==> src/rtl/bcd_display_engine.sv <==
// Sequential double-dabble binary-to-BCD converter with N-digit 7-segment driver.
// Optional macro LEADING_ZERO_BLANK_EN blanks leading zeros and floats the sign.
module bcd_display_engine #(
  parameter int DATA_W = 32,
  parameter int DIGITS = 8
) (
  input  logic                  clk,
  input  logic                  reset,
  input  logic                  start,
  input  logic [DATA_W-1:0]     value,
  input  logic                  signed_mode,
  output logic                  busy,
  output logic                  done,
  output logic                  neg,
  output logic                  overflow,
  output logic [4*DIGITS-1:0]   bcd,
  output logic [7*DIGITS-1:0]   seg
);

  localparam int SD = (DATA_W * 30103 + 99999) / 100000 + 1;
  localparam int SW = (SD > DIGITS) ? SD : DIGITS;
  localparam int CW = (DATA_W > 1) ? $clog2(DATA_W) : 1;
  localparam logic [6:0] DASH  = 7'b0111111;
  localparam logic [6:0] BLANK = 7'b1111111;

  typedef enum logic [1:0] {IDLE, LOAD, SHIFT, FINISH} state_t;

  state_t              state, state_n;
  logic [DATA_W-1:0]   val_q, mag;
  logic                sm_q, neg_int;
  logic [4*SW-1:0]     scr, scr_adj;
  logic [CW-1:0]       cnt;
  logic                ovf_c;
  logic [4*DIGITS-1:0] bcd_c;
  logic [7*DIGITS-1:0] seg_c;
  int                  avail, msd;

  function automatic logic [6:0] seg7(input logic [3:0] d);
    case (d)
      4'd0:    seg7 = 7'b1000000;
      4'd1:    seg7 = 7'b1111001;
      4'd2:    seg7 = 7'b0100100;
      4'd3:    seg7 = 7'b0110000;
      4'd4:    seg7 = 7'b0011001;
      4'd5:    seg7 = 7'b0010010;
      4'd6:    seg7 = 7'b0000010;
      4'd7:    seg7 = 7'b1111000;
      4'd8:    seg7 = 7'b0000000;
      4'd9:    seg7 = 7'b0010000;
      default: seg7 = BLANK;
    endcase
  endfunction

  always_ff @(posedge clk) begin
    if (reset) state <= IDLE;
    else       state <= state_n;
  end

  always_comb begin
    state_n = state;
    case (state)
      IDLE:    if (start) state_n = LOAD;
      LOAD:    state_n = SHIFT;
      SHIFT:   if (cnt == '0) state_n = FINISH;
      FINISH:  state_n = IDLE;
      default: state_n = IDLE;
    endcase
  end

  always_comb begin
    scr_adj = scr;
    for (int i = 0; i < SW; i++)
      if (scr[4*i +: 4] >= 4'd5)
        scr_adj[4*i +: 4] = scr[4*i +: 4] + 4'd3;
  end

  // One digit is reserved for the sign, so fewer digits hold magnitude.
  always_comb begin
    ovf_c = 1'b0;
    avail = neg_int ? DIGITS - 1 : DIGITS;
    for (int i = 0; i < SW; i++)
      if (i >= avail && scr[4*i +: 4] != 4'd0) ovf_c = 1'b1;
    bcd_c = scr[4*DIGITS-1:0];
    if (neg_int) bcd_c[4*DIGITS-1 -: 4] = 4'd0;
    msd = 0;
    for (int i = 0; i < DIGITS; i++)
      if (bcd_c[4*i +: 4] != 4'd0) msd = i;
    for (int i = 0; i < DIGITS; i++)
      seg_c[7*i +: 7] = seg7(bcd_c[4*i +: 4]);
`ifdef LEADING_ZERO_BLANK_EN
    for (int i = 0; i < DIGITS; i++) begin
      if (i > msd) seg_c[7*i +: 7] = BLANK;
      if (neg_int && i == msd + 1) seg_c[7*i +: 7] = DASH;
    end
`else
    if (neg_int) seg_c[7*DIGITS-1 -: 7] = DASH;
`endif
    if (ovf_c) seg_c = {DIGITS{DASH}};
  end

  always_ff @(posedge clk) begin
    if (reset) begin
      busy     <= 1'b0;
      done     <= 1'b0;
      neg      <= 1'b0;
      overflow <= 1'b0;
      bcd      <= '0;
      seg      <= '1;
      val_q    <= '0;
      sm_q     <= 1'b0;
      mag      <= '0;
      neg_int  <= 1'b0;
      scr      <= '0;
      cnt      <= '0;
    end else begin
      done <= 1'b0;
      case (state)
        IDLE: if (start) begin
          val_q <= value;
          sm_q  <= signed_mode;
          busy  <= 1'b1;
        end
        LOAD: begin
          if (sm_q && val_q[DATA_W-1]) begin
            mag     <= -val_q;
            neg_int <= 1'b1;
          end else begin
            mag     <= val_q;
            neg_int <= 1'b0;
          end
          scr <= '0;
          cnt <= CW'(DATA_W - 1);
        end
        SHIFT: begin
          {scr, mag} <= {scr_adj[4*SW-2:0], mag, 1'b0};
          cnt        <= cnt - 1'b1;
        end
        FINISH: begin
          done     <= 1'b1;
          busy     <= 1'b0;
          neg      <= neg_int;
          overflow <= ovf_c;
          bcd      <= bcd_c;
          seg      <= seg_c;
        end
        default: ;
      endcase
    end
  end

endmodule

==> config.mk <==
export PLATFORM = sky130hd
export DESIGN_NAME = bcd_display_engine
export DESIGN_NICKNAME = d
export VERILOG_FILES = /design/src/rtl/bcd_display_engine.sv
export SDC_FILE = /design/constraint.sdc
export NUM_CORES = 1
export LEC_CHECK = 0
export CAP_MARGIN = 0
export CORE_MARGIN = 2
export CORE_UTILIZATION = 57
export CTS_CLUSTER_SIZE = 10
export DETAILED_ROUTE_END_ITERATION = 16
export GPL_TIMING_DRIVEN = 0
export PLACE_DENSITY = 0.8
export SLEW_MARGIN = 20
export SYNTH_ARGS = -nofsm -noshare
export SYNTH_HDL_FRONTEND = slang
export SYNTH_SLANG_ARGS = --single-unit
==> constraint.sdc <==
create_clock -name clk -period 2.9 [get_ports clk]
set_input_delay 0.29 -clock clk [delete_from_list [all_inputs] [get_ports clk]]
set_output_delay 0.29 -clock clk [all_outputs]
set_load 0.02 [all_outputs]
# Yosys cells after proc, flatten, opt, wreduce, memory -nomap -nowiden
# Memory sizes are Yosys's and may differ from the RTL's. A register that Yosys moved wholly into a read port is not among the register bits.
# Cells that the tools add are included.
[word_totals]
regBits = 209
mem_bits_ro = 896
input_bits = 36
wordCells = 142
memories = 8
[op_classes]
add_sub_neg = 13
n_lt_le_gt_ge = 22
n_eq_ne = 5
mux = 51
reduce_logical = 30
[mem_list]
columns = ["memory", "words", "width", "read_ports", "rd_ports_with_merged_regs", "wr", "line_no", "text"]
rows = [
  ["(no name shown)", 16, 7, 1, 1, 0, "39", "case (d)"],
  ["(no name shown)", 16, 7, 1, 1, 0, "39", ""],
  ["(no name shown)", 16, 7, 1, 1, 0, "39", ""],
  ["(no name shown)", 16, 7, 1, 1, 0, "39", ""],
  ["(no name shown)", 16, 7, 1, 1, 0, "39", ""],
  ["(no name shown)", 16, 7, 1, 1, 0, "39", ""],
  ["+2 memories", "-", "-", "-", "-", "-", "-", ""],
]
[op_table]
columns = ["operator", "count"]
rows = [
  ["2-to-1 mux 4 bit", 26],
  ["one-hot mux 44 bit (2 select lines)", 1],
  ["one-hot mux 32 bit (2 select lines)", 1],
  ["2-to-1 mux 56 bit", 1],
  [">= comparator 4 x 3 -> 1 bit, second input constant", 11],
  ["nonzero test 4 bit", 11],
  ["adder 4 x 2 -> 4 bit, second input constant", 10],
  ["2-to-1 mux 32 bit", 1],
  ["negator 32 bit", 1],
  [">= comparator 3 x 4 -> 1 bit, first input constant", 4],
  ["2-to-1 mux 1 bit", 14],
  [">= comparator 4 bit, first input constant", 3],
  ["logical AND 1 bit", 12],
  ["one-hot mux 5 bit (2 select lines)", 1],
  [">= comparator 1 x 4 -> 1 bit, first input constant", 2],
  [">= comparator 2 x 4 -> 1 bit, first input constant", 2],
  ["one-hot mux 2 bit (4 select lines)", 1],
  ["2-to-1 mux 7 bit", 1],
  ["AND reduction 2 bit", 3],
  ["logical NOT 5 bit", 1],
  ["subtractor 5 x 1 -> 5 bit, second input constant", 1],
  ["equality test 2 bit, second input constant", 2],
  ["2-to-1 mux 2 bit", 2],
  ["inequality test 2 bit, second input constant", 2],
  ["other kinds (6)", 7],
]

# Longest topological paths before layout
# Gate-level depths: netlist of the first run.
[logic_depth]
word_depth = 15
mapped_depth = 14

# Least setup slack after synthesis of the first run
# Ideal clock, no wire load.
[synth_timing]
path_kind = "register to register"
from = "register state[0]"
to = "register with a tool-made name"
setup_ps = 92
arrival_ps = 2475
slack_ps = 333
stages_incl_launch_ff = 11
period_less_slack_ps = 2567
cell_sequence = "dfxtp_1 > inv_1 > ha_1 > clkbuf_1 > clkbuf_1 > buf_2 > nor3_1 > or2_2 > inv_1 > ha_1 > o32ai_1"
[synth_rtl]
columns = ["item", "line_no", "text"]
rows = [
  ["start: declaration", "28", "state_t state, state_n;"],
  ["start signal: assignment", "56", "else state <= state_n;"],
]

==> flow_metrics.py, run 1 <==
metrics = {
    "timing": {
        "min_period_ps": 2850,
        "fin_skew_ps": 10.4,
        "post-route-period-util_pct": 98.3,
        "rsz0062_at_grt": "yes",
        "hold_viol": 0,
        "slew_viol_final": 0,
        "slew_headroom_pct": 40.6,
        "tightest_slew_ps": 891,
        "max_freq_mhz": 351,
        "fin_setup_tns_ps": 0,
        "setup_viol": 0,
        "setup_ws_ps": 48.1,
    },
    "logic_synthesis": {
        "yosys-top-cells-area": "dfxtp_1, ha_1, mux2i_1",
        "avgSynthCellArea_um2": 8.59,
        "synthAdderAreaFrac_pct": 7.11,
        "synthSimpleGateAreaFrac_pct": 19.1,
        "yosysTopAreaCell": "dfxtp_1",
        "synthDistinctLibCells": 71,
        "synth.area.mux_share_pct": 6.88,
        "synth_commonest_cells": "dfxtp_1, nand2_1, nor2_1",
        "syn_inst": 1475,
        "synth_area_um2": 12700,
        "yosys_warnings": 0,
        "synthArstFlopShare_pct": 0,
        "synth.most_common_cell": "dfxtp_1",
        "syn_nets": 1583,
        "synth_top_family_by_area": "simple AND/OR/NAND/NOR gates",
        "synth_seq_cells": 258,
        "synth_xor_area_share_pct": 2.63,
        "synth_compound_area_share_pct": 18.8,
        "synth-main-ff-cell": "dfxtp_1",
        "synth-edff-count": 0,
        "netlist.area_leader.share_pct": 40.8,
        "seq_area_frac_synth_pct": 40.8,
    },
    "pwr": {
        "cellLeakagePower_nw": 5.72,
        "combPwrFrac_pct": 32.1,
        "power_density_nw_per_um2": 719,
        "switching_power_mw": 3.94,
        "pwr-share-clk_pct": 29.8,
        "ir_worst_vdd_v": 0.000565,
        "p_seq_share_pct": 38.1,
        "p_int_mw": 7.06,
        "sw_frac_of_total_pct": 35.8,
    },
    "clock_network": {
        "cts-hold-fix-buffers": 0,
        "cts_tree": "done",
        "htree_levels": 1,
        "cts.clk_slew.worst_paths_ps": 60,
        "numCtsBuffers": 30,
        "cts_max_path_buffers": 3,
        "cts_root_buffer": "clkbuf_16",
        "worstSkewPairLatency_ps": 550,
        "cts_num_sinks": 258,
    },
    "placed_design": {
        "gp_congestion": 0.921,
        "hpwlAfterDp_um": 24200,
        "place_ws_ps": -696,
        "placed_area_um2": 14300,
        "portBuffers": 127,
    },
    "routing": {
        "drc": 0,
        "via_count": 11500,
        "wire_per_inst_um": 18.0,
        "wirelength_um": 34700,
        "ant_nets": 0,
        "first_pass_iters": 5,
        "dr.first_iter.drc_count": 780,
        "vias_per_cell": 6.00,
    },
    "flow_run": {
        "drv_cap": 0,
    },
    "critical_path": {
        "crit_start": "reset",
        "cp-start-kind": "primary input",
        "path_max_fanout": 10,
        "cp.required_ps": 3330,
        "r2r-start": "state[0]",
        "end_kind": "register",
        "r2r_cells": 10,
        "arrival_ps": 3290,
        "r2r_setup_slack_ps": 100,
        "critPathKind": "primary input to register",
    },
    "floorplan": {
        "die_h_um": 153,
        "ios": 128,
        "fp.coreArea_um2": 21800,
        "rows": 54,
        "die_w_um": 153,
        "die_area_um2": 23400,
        "start_util_pct": 58.0,
    },
    "hold_path": {
        "min_from": "value[2]",
        "hold_class": "primary input to register",
        "min_path_cells": 3,
    },
    "grt": {
        "gr-total-overflow": 0,
        "grt_pass1_vias": 11100,
        "gr-usage-all-layers_pct": 28.5,
        "grt_pass1_wl_um": 55400,
        "antenna_found_initial": 1,
        "grt_max_degree": 15,
    },
    "status": {
        "outcome": "finished, final reports clean",
    },
    "finish": {
        "n_antenna_cell": 0,
        "syn2layout_area_growth_pct": 20.7,
        "layout.nets": 1746,
        "fin_area_um2": 15300,
        "drive_above_1_share_pct": 7.00,
    },
}
metal layers:
metal / part of all wire, % / up-vias / track usage, %
met5: 0.037 / - / 0
met1: 42 / 5464 / 35.9
met4: 3.3 / 2 / 11.2
met2: 48 / 457 / 49.4
li1: - / 5525 / -
met3: 6.9 / 93 / 4.03
cell usage in the layout, fill, tap and decap left out, drive strengths merged, types with 5 or more instances in the layout:
cell type,n
a21oi,107
o32ai,9
nor2b,15
or3,11
inv,65
nand3b,5
a211oi,13
and3,23
xnor2,29
o211ai,13
nor4,11
a32oi,9
a21o,7
or4,7
or2,21
nand2b,23
clkdlybuf4s50,127
a311oi,9
and4,5
o21a,9
o21ai,51
nand3,17
a31o,6
and2,8
dfxtp,258
a31oi,27
o31ai,13
nor2,114
a22oi,15
xor2,9
clkbuf,106
o22ai,21
a221o,7
buf,22
ha,72
nor3,26
nor3b,7
nand2,205
mux2i,87
stage by stage:
stage	hold slack, ps	total power, mW	util [%]	instances
after floorplan	422	6.35	-	1475
after global placement	427	7.49	65.5	1882
after detailed placement	434	7.58	65.5	1882
after CTS	283	10.9	69.5	1919
after global routing	302	11.5	70.1	1923
final	292	11.0	70.1	1923
worst max-delay path: stages:
cell	delay, ps
clkdlybuf4s50_1	650
clkbuf_1	530
buf_2	430
buf_1	530
nor2_2	130
ha_1	350
o311a_1	360
power groups by stage:
stage / sequential, mW / clock, mW / combinational (mW)
6_report: 4.19 / 3.28 / 3.53
5_1_grt: 4.23 / 3.43 / 3.80
4_1_cts: 4.18 / 3.31 / 3.43
3_5_place_dp: 4.25 / 0 / 3.33
3_3_place_gp: 4.24 / 0 / 3.26
2_1_floorplan: 4.33 / 0 / 2.03
layout make-up:
class / instances / area, um2
multi-input cells: 1061 / 7010
fillers: 1733 / 6530
flip-flops and latches: 258 / 5160
repair buffers: 131 / 1300
clock buffers: 36 / 805
plain buffers: 89 / 395
well taps: 280 / 350
inverters: 67 / 251
clock inverters: 1 / 8.76
cells by family (layout without fill, tap and decap cells):
group / after synthesis / count (layout)
and+or+nand+nor: 509 / 509
muxes: 87 / 87
xor gates and xnor gates: 38 / 38
AOI/OAI and AO/OA: 355 / 355
buffers and inverters: 156 / 324
adders and majority gates: 72 / 72
DFF: 258 / 258
repair_timing:
item	in CTS	in global routing
pin swaps	0	2
setup endpoints to repair	90	46
resized for setup	20	30
setup buffers	0	4
worst min path at each step:
stage                     slack [ps]        end
after detailed placement         430    seg[33]
final                            290   val_q[2]
after CTS                        280   val_q[3]
after global routing             300  val_q[17]
after floorplan                  420    seg[31]
after global placement           430    seg[44]
Note: power is estimated with default switching activity, not from simulation.
==> run 2, diff against run 1 <==
==> constraint.sdc (replaced) <==
create_clock -name clk -period 2.9 [get_ports clk]
set_input_delay 0.435 -clock clk [delete_from_list [all_inputs] [get_ports clk]]
set_output_delay 0.435 -clock clk [all_outputs]
set_load 0.02 [all_outputs]
==> run 2 against run 1 <==
Via count down 0.47%. Maximum frequency up 1.9%. Power about the same. Sequential share of layout area about the same. Non-clock buffer count unchanged. Highest routed layer unchanged. Flip-flop and latch count unchanged. First-iteration DRC count up 0.90%.
==> flow_metrics.py, run 2 (same netlist as run 1, synthesis figures left out) <==
metrics = {
    "routing": {
        "wirelength_um": 34600,
        "via_count": 11500,
        "vias_per_cell": 5.97,
        "drc": 0,
        "first_pass_iters": 5,
        "wire_per_inst_um": 18.0,
        "ant_nets": 0,
        "dr.first_iter.drc_count": 787,
    },
    "placed_design": {
        "gp_congestion": 0.921,
        "placed_cells": 1882,
        "portBuffers": 127,
        "hpwlAfterDp_um": 24200,
    },
    "timing": {
        "whs_ps": 435,
        "post-route-period-util_pct": 96.5,
        "fin_skew_ps": 11.2,
        "min_period_ps": 2800,
        "slew_viol_final": 0,
        "slew_headroom_pct": 40.2,
        "setup_viol": 0,
        "max_freq_mhz": 357,
        "fin_setup_tns_ps": 0,
        "hold_viol": 0,
        "tightest_slew_ps": 895,
    },
    "critical_path": {
        "worst-path-stages": 10,
        "r2r_cells": 10,
        "critical_path.cell_chain": "inv_1, ha_1, clkbuf_4, and2_1, clkbuf_4, and4_1, nor3_4, nor2_2, ha_1, o311a_1",
        "slowest_delay_ps": 400,
        "path_buf_inv": 3,
        "arrival_ps": 3230,
        "slowest_stage": "dfxtp_1",
        "path_max_fanout": 10,
        "crit_family": "simple AND/OR/NAND/NOR gates",
        "r2r_setup_slack_ps": 100,
        "cp-start-kind": "register",
        "cp.required_ps": 3330,
        "end_kind": "register",
        "critPathKind": "register to register",
    },
    "pwr": {
        "p_seq_share_pct": 38.1,
        "power_density_nw_per_um2": 719,
        "switching_power_mw": 3.93,
        "combPwrFrac_pct": 32.1,
        "sw_frac_of_total_pct": 35.8,
        "cellLeakagePower_nw": 5.72,
        "ir_worst_vdd_v": 0.000567,
        "finalPower_mw": 11.0,
        "p_int_mw": 7.06,
        "pwr-share-clk_pct": 29.8,
    },
    "finish": {
        "layout_commonest_cell": "dfxtp_1",
        "fin_cells": 1923,
        "final_util_pct": 70.1,
        "n_antenna_cell": 0,
        "layout.nets": 1746,
        "drive_above_1_share_pct": 7.06,
        "mostFrequentLayoutCells": "dfxtp_1, nand2_1, clkdlybuf4s50_1, nor2_1, a21oi_1",
        "fill_cells": 1732,
        "syn2layout_area_growth_pct": 20.7,
        "multi_input_area_um2": 7010,
        "regArea_um2": 5160,
    },
    "grt": {
        "grt_max_degree": 15,
        "antenna_found_initial": 1,
        "grt_pass1_wl_um": 55400,
        "grt_pass1_vias": 11100,
        "gr-usage-all-layers_pct": 28.5,
        "gr-total-overflow": 0,
    },
    "clock_network": {
        "numCtsBuffers": 30,
        "cts-hold-fix-buffers": 0,
        "cts_tree": "done",
        "cts_root_buffer": "clkbuf_16",
        "htree_levels": 1,
        "cts_max_path_buffers": 3,
        "cts_num_sinks": 258,
        "worstSkewPairLatency_ps": 550,
        "cts.clk_slew.worst_paths_ps": 60,
    },
    "hold_path": {
        "hold_class": "primary input to register",
        "min_path_cells": 3,
    },
    "status": {
        "outcome": "finished, final reports clean",
    },
    "floorplan": {
        "die_w_um": 153,
        "ios": 128,
        "rows": 54,
        "start_util_pct": 58.0,
        "die_area_um2": 23400,
        "die_h_um": 153,
        "fp.coreArea_um2": 21800,
    },
    "flow_run": {
        "drv_cap": 0,
    },
}
==> run 2: final cells by class <==
cell class                      count  area share (%)
Multi-Input combinational cell   1061            45.9
Sequential cell                   258            33.8
Clock buffer                       36            5.26
Clock inverter                      1          0.0573
Timing Repair Buffer              131            8.51
Tap cell                          280            2.29
Buffer                             89            2.59
Inverter                           67            1.64
==> run 2: routing by layer <==
metal	vias up	GRT usage, %	share of wire, %
met3	80	4.03	6.4
met2	429	49.3	48
met1	5445	35.9	42
met5	-	0	0.038
met4	2	11.1	3.1
li1	5531	-	-
==> run 2: worst paths after layout <==
kind	startpoint	end
worst max-delay path	state[0]	register
worst min-delay path	value[2]	val_q[2]
worst max register to register	state[0]	register
worst min register to register	register	seg[8]
==> run 2: through the flow <==
stage,instance area (um2),setup WS (ps)
floorplan,12700,333
global placement,14300,-839
detailed placement,14300,-841
CTS,15200,6.87
global route,15300,-4.00
finish,15300,101
==> run 2: timing repair <==
item,4_1_cts,5_1_grt
cloned,0,0
setup endpoints to repair,91,43
resized for setup,21,31
buffers inserted,0,4
pin swaps,0,2
==> run 2: power groups by stage <==
stage          Sequential (mW)  Combinational (mW)  Clock (mW)
2_1_floorplan             4.33                2.03           0
3_3_place_gp              4.24                3.26           0
3_5_place_dp              4.25                3.33           0
4_1_cts                   4.18                3.43        3.31
5_1_grt                   4.23                3.79        3.43
6_report                  4.19                3.53        3.27
==> run 2: worst register-to-register path: stages, from the launching register on <==
cell and delay [ps]:
dfxtp_1 400, inv_1 110, ha_1 220, clkbuf_4 200, and2_1 190, clkbuf_4 190
and4_1 250, nor3_4 320, nor2_2 90, ha_1 350, o311a_1 360
